[config.mk]
export PLATFORM = sky130hd
export DESIGN_NAME = hazard_ctrl
export DESIGN_NICKNAME = d
export VERILOG_FILES = /design/src/rtl/hazard_ctrl.sv
export SDC_FILE = /design/constraint.sdc
export NUM_CORES = 1
export LEC_CHECK = 0
export CORE_MARGIN = 2
export CORE_UTILIZATION = 25
export DETAILED_ROUTE_END_ITERATION = 12
export GPL_TIMING_DRIVEN = 0
export PLACE_DENSITY_LB_ADDON = 0.05
export SYNTH_ARGS = -nofsm -noshare
export SYNTH_HDL_FRONTEND = slang
export SYNTH_SLANG_ARGS = --single-unit
[constraint.sdc]
create_clock -name clk_i -period 3.62 [get_ports clk_i]
set_clock_uncertainty 0.15 [all_clocks]
set_input_delay 1.086 -clock clk_i [delete_from_list [all_inputs] [get_ports clk_i]]
set_output_delay 1.086 -clock clk_i [all_outputs]
set_load 0.05 [all_outputs]
[src/rtl/hazard_ctrl.sv]
// hazard_ctrl: pipeline hazard unit for a 5-stage in-order core with ID-stage
// branch resolution. It stalls for load-use, branch-after-ALU and branch-after-load
// dependencies. It freezes the whole pipeline while data memory is busy. It flushes
// IF/ID when a branch is taken.
//
// Optional feature: define HAZARD_STATS_EN to add saturating stall/flush counters.
//
// Ports
//   clk_i            clock, rising edge
//   start_i          asynchronous active-low reset
//   ifid_rs_i/rt_i   source register fields of the instruction in ID
//   ifid_branch_i    instruction in ID is a branch
//   branch_taken_i   ID-stage branch comparator result
//   idex_*_i         MemRead, RegWrite, RegDst, RT and RD fields held in ID/EX
//   dmem_busy_i      data memory not ready; the whole pipeline must hold
//   pc_write_o       PC update enable (combinational)
//   ifid_write_o     IF/ID load enable (combinational)
//   ifid_flush_o     clear IF/ID to NOP on the next edge (combinational)
//   idex_bubble_o    zero all ID/EX control bits on the next edge (combinational)
//   stall_cnt_o      bubble cycles seen, saturating (HAZARD_STATS_EN only)
//   flush_cnt_o      flush cycles seen, saturating (HAZARD_STATS_EN only)
//   state_o          FSM state: RUN=0, STALL=1, FREEZE=2
module hazard_ctrl (
    input  logic        clk_i,
    input  logic        start_i,
    input  logic [4:0]  ifid_rs_i,
    input  logic [4:0]  ifid_rt_i,
    input  logic        ifid_branch_i,
    input  logic        branch_taken_i,
    input  logic        idex_memread_i,
    input  logic        idex_regwrite_i,
    input  logic        idex_regdst_i,
    input  logic [4:0]  idex_rt_i,
    input  logic [4:0]  idex_rd_i,
    input  logic        dmem_busy_i,
    output logic        pc_write_o,
    output logic        ifid_write_o,
    output logic        ifid_flush_o,
    output logic        idex_bubble_o,
`ifdef HAZARD_STATS_EN
    output logic [15:0] stall_cnt_o,
    output logic [15:0] flush_cnt_o,
`endif
    output logic [1:0]  state_o
);

    localparam int unsigned REG_W = 5;
    localparam int unsigned REM_W = 2;

    typedef enum logic [1:0] {
        ST_RUN     = 2'd0,
        ST_STALL   = 2'd1,
        ST_FREEZE  = 2'd2,
        ST_ILLEGAL = 2'd3
    } state_t;

    state_t             state_q, state_d;
    logic [REM_W-1:0]   rem_q, rem_d;

    logic [REG_W-1:0]   dst;
    logic               match;
    logic               load_use;
    logic               branch_alu;
    logic               branch_load;
    logic               hazard;
    logic [REM_W-1:0]   stall_len;

    // Dependency detection between ID and the instruction sitting in ID/EX
    always_comb begin
        dst         = idex_regdst_i ? idex_rd_i : idex_rt_i;
        match       = (dst != '0) && ((dst == ifid_rs_i) || (dst == ifid_rt_i));
        load_use    = idex_memread_i && (idex_rt_i != '0) &&
                      ((idex_rt_i == ifid_rs_i) || (idex_rt_i == ifid_rt_i));
        branch_alu  = ifid_branch_i && idex_regwrite_i && !idex_memread_i && match;
        branch_load = ifid_branch_i && load_use;
        hazard      = load_use || branch_alu;
        // The load value is only usable by an ID-stage compare two cycles later
        stall_len   = branch_load ? REM_W'(2) : REM_W'(1);
    end

    // State and remaining-stall counter
    always_ff @(posedge clk_i or negedge start_i) begin
        if (!start_i) begin
            state_q <= ST_RUN;
            rem_q   <= '0;
        end else begin
            state_q <= state_d;
            rem_q   <= rem_d;
        end
    end

    // Next state and zero-latency pipeline controls
    always_comb begin
        state_d       = state_q;
        rem_d         = rem_q;
        pc_write_o    = 1'b0;
        ifid_write_o  = 1'b0;
        ifid_flush_o  = 1'b0;
        idex_bubble_o = 1'b0;

        case (state_q)
            ST_RUN: begin
                if (dmem_busy_i) begin
                    state_d = ST_FREEZE;
                end else if (hazard) begin
                    idex_bubble_o = 1'b1;
                    rem_d         = REM_W'(stall_len - REM_W'(1));
                    state_d       = (rem_d != '0) ? ST_STALL : ST_RUN;
                end else begin
                    pc_write_o   = 1'b1;
                    ifid_write_o = 1'b1;
                    ifid_flush_o = branch_taken_i && ifid_branch_i;
                end
            end
            ST_STALL: begin
                if (dmem_busy_i) begin
                    state_d = ST_FREEZE;
                end else begin
                    idex_bubble_o = 1'b1;
                    if (rem_q <= REM_W'(1)) begin
                        rem_d   = '0;
                        state_d = ST_RUN;
                    end else begin
                        rem_d = REM_W'(rem_q - REM_W'(1));
                    end
                end
            end
            ST_FREEZE: begin
                // The pending stall survives the freeze and resumes afterwards
                if (!dmem_busy_i) begin
                    state_d = (rem_q != '0) ? ST_STALL : ST_RUN;
                end
            end
            default: begin
                state_d = ST_RUN;
                rem_d   = '0;
            end
        endcase

        // Hold the pipeline while reset is asserted
        if (!start_i) begin
            pc_write_o    = 1'b0;
            ifid_write_o  = 1'b0;
            ifid_flush_o  = 1'b0;
            idex_bubble_o = 1'b0;
        end
    end

    assign state_o = state_q;

`ifdef HAZARD_STATS_EN
    localparam int unsigned CNT_W = 16;

    logic [CNT_W-1:0] stall_cnt_q;
    logic [CNT_W-1:0] flush_cnt_q;

    // Saturating event counters
    always_ff @(posedge clk_i or negedge start_i) begin
        if (!start_i) begin
            stall_cnt_q <= '0;
            flush_cnt_q <= '0;
        end else begin
            if (idex_bubble_o && (stall_cnt_q != '1)) begin
                stall_cnt_q <= CNT_W'(stall_cnt_q + CNT_W'(1));
            end
            if (ifid_flush_o && (flush_cnt_q != '1)) begin
                flush_cnt_q <= CNT_W'(flush_cnt_q + CNT_W'(1));
            end
        end
    end

    assign stall_cnt_o = stall_cnt_q;
    assign flush_cnt_o = flush_cnt_q;
`endif

endmodule

==> impl_metrics.toml <==
[placed_design]
gp_congestion = 0.756
hpwl_um = 1510
dpl_worst_slack_ps = -1240
io_buffers = 32

[power_and_ir_drop]
p_leak_nw = 0.497
intPower_uw = 174
p_comb_frac = 0.598
swShare = 0.403
p_seq_frac = 0.209
p_per_area_nw_per_um2 = 239
ir_drop_mv = 0.296
pwr-share-clk = 0.193
power_uw = 291
power.switching_uw = 117

[clock_network]
cts.sinks = 4
htree_num_levels = 1
clockBufferDepth = 2
clk_latency_ps = 240
cts_buffers = 3
cts_tree = "done"
clkTransAtPathRegs_ps = 30
ctsHoldBuffers = 0
cts-root-buf = "clkbuf_4"

[synthesis]
yosysTopAreaCell = "xor2_1"
async_flop_share = 1.00
synth_common_cells = "14 x xor2_1, 7 x nor2_1, 6 x nor3_1, 6 x xnor2_1, 5 x nand2_1"
ys_seq_area_frac = 0.160
yosysMostFrequentCell = "xor2_1"
synthFlopType = "dfrtp_1"
syn_area_um2 = 627
synth_edf_count = 0
synth.distinct_cells = 29
synth.area.top_cells = "xor2_1 20%, dfrtp_1 16%, xnor2_1 8.4%"
yosys_warnings = 0
synth_seq_cells = 4
syn_avg_cell_area_um2 = 8.14
syn-num-nets = 105
netlist_instances = 77
synth_top_area_share = 0.196

[run]
maxCapViolations = 0

[setup_path]
r2r_start = "state_o[0]"
rr_worst_depth = 4
required_ps = 2380
endpoint_kind = "output port"
r2r_end = "rem_q[1]"
crit_fanout = 7
crit_type = "in -> out"
arrival_ps = 2460
start_kind = "primary input"
rrSetupSlack_ps = 2200

[floorplan]
core_um2 = 2430
die_area_um2 = 2920
ios = 34
rows = 18
die_x_um = 54.1
initial_core_util = 0.258
die_y_um = 54.1

[global_routing]
grt_overflow = 0
antenna_found_initial = 0
grt_util_met2 = 0.224
grt_pass1_vias = 721
grt_pass1_wl_um = 3110
grtUsageTotal = 0.146
grt_util_met3 = 0.0333
globalRoute.busiestLayer = "met2"
grt_max_degree = 11
use_met1 = 0.214

[layout]
nNetsFinal = 149
syn2layout_area_growth_pct = 94.4
antennaDiodeCount = 0
drive_gt1_frac = 0.487

[outcome]
status = "finished with violations"
violations = "negative setup slack"

[sta]
worst_slew_pin_slew_ps = 532
relSlewSlack = 0.645
setup_slack_ps = -74.9
min_period_ps = 3690
rsz0062_at_grt = "true"
setup_viol = 3
finalHoldViolCount = 0
fin_crit_sh = 1.02
drv_slew = 0
fmax_mhz = 271

[routing]
drt_pass1_iterations = 4
avgRoutedWirePerCell_um = 13.2
drc_errors = 0
via_count = 700
drtAntennaViolNets = 0
vias_per_cell = 4.70
drt-initial-drc-count = 4
finalWirelength_um = 1970

[hold_path]
min_to = "rem_q[1]"
hp-class = "reg -> reg"
holdPathStages = 2
hold_path.startpoint = "rem_q[1]"
==> how the worst max path moves through the flow <==
stage / from / end / depth (start not counted)
finish: idex_regdst_i / pc_write_o / 9
CTS: idex_rd_i[2] / pc_write_o / 9
global placement: idex_rt_i[3] / pc_write_o / 9
detailed placement: idex_rt_i[3] / pc_write_o / 9
global route: idex_regdst_i / pc_write_o / 9
floorplan: idex_regdst_i / pc_write_o / 8
==> layout by cell type (no fill, tap or decap), drive strengths merged, types with 5 or more instances in the layout <==
cell | netlist | final
clkbuf | 2 | 6
nor2 | 7 | 7
mux2i | 6 | 6
xor2 | 14 | 14
nand2 | 5 | 5
buf | 2 | 31
nor3 | 7 | 7
xnor2 | 6 | 6
==> flip-flops by register name, summed over array words and instances, names as in the netlist <==
name,count
state_o,2
rem_q,2
==> area by class of cell <==
class	instances	area, um^2
plain buffers	4	38.8
clock buffers	3	22.5
fillers	258	1210
inverters	1	3.75
multi-input cells	68	662
flip-flops and latches	4	100
well taps	30	37.5
repair buffers	39	354
==> through the flow <==
step	utilization	hold slack, ps	setup TNS (ps)	std cells	instance area (um^2)
floorplan	-	339	-278	77	721
global placement	0.443	371	-4690	139	1080
detailed placement	0.443	373	-4730	139	1080
CTS	0.458	379	-230	148	1110
global route	0.501	422	-473	149	1220
finish	0.501	373	-130	149	1220
==> metal layers <==
layer | wire, um | vias up
li1 | - | 355
met1 | 925 | 327
met2 | 956 | 18
met3 | 88 | 0
met4 | 0 | 0
met5 | 0 | -
==> power groups by stage <==
stage | registers [mW] | clock network [mW] | logic [mW]
floorplan | 0.0711 | 0 | 0.0881
global placement | 0.0611 | 0 | 0.162
detailed placement | 0.0615 | 0 | 0.163
CTS | 0.0609 | 0.0575 | 0.163
global route | 0.0628 | 0.0630 | 0.189
finish | 0.0609 | 0.0562 | 0.174
==> worst max-delay path, cell delays in order <==
cell and delay, ps:
buf_12 120, mux2i_4 280, xnor2_2 90, nor3_2 200, nand4_1 190, nand3_4 150
nor3_4 50, buf_6 140, buf_8 140
==> kinds of logic (layout without fill, tap and decap cells) <==
group,after synthesis,after routing,synth area share
buffers and inverters,5,47,0.0479
flip-flops,4,4,0.160
multiplexers,6,6,0.108
AND/OR/NAND/NOR,28,28,0.254
AO/OA/AOI/OAI,14,14,0.152
XOR/XNOR,20,20,0.279
==> timing repair <==
action / CTS / global route
gates resized for setup: 123 / 24
pin swaps: 21 / 14
endpoints found under the setup margin: 4 / 4
setup buffers: 6 / 1
gates cloned: 0 / 0
(Power assumes the default switching activity.)
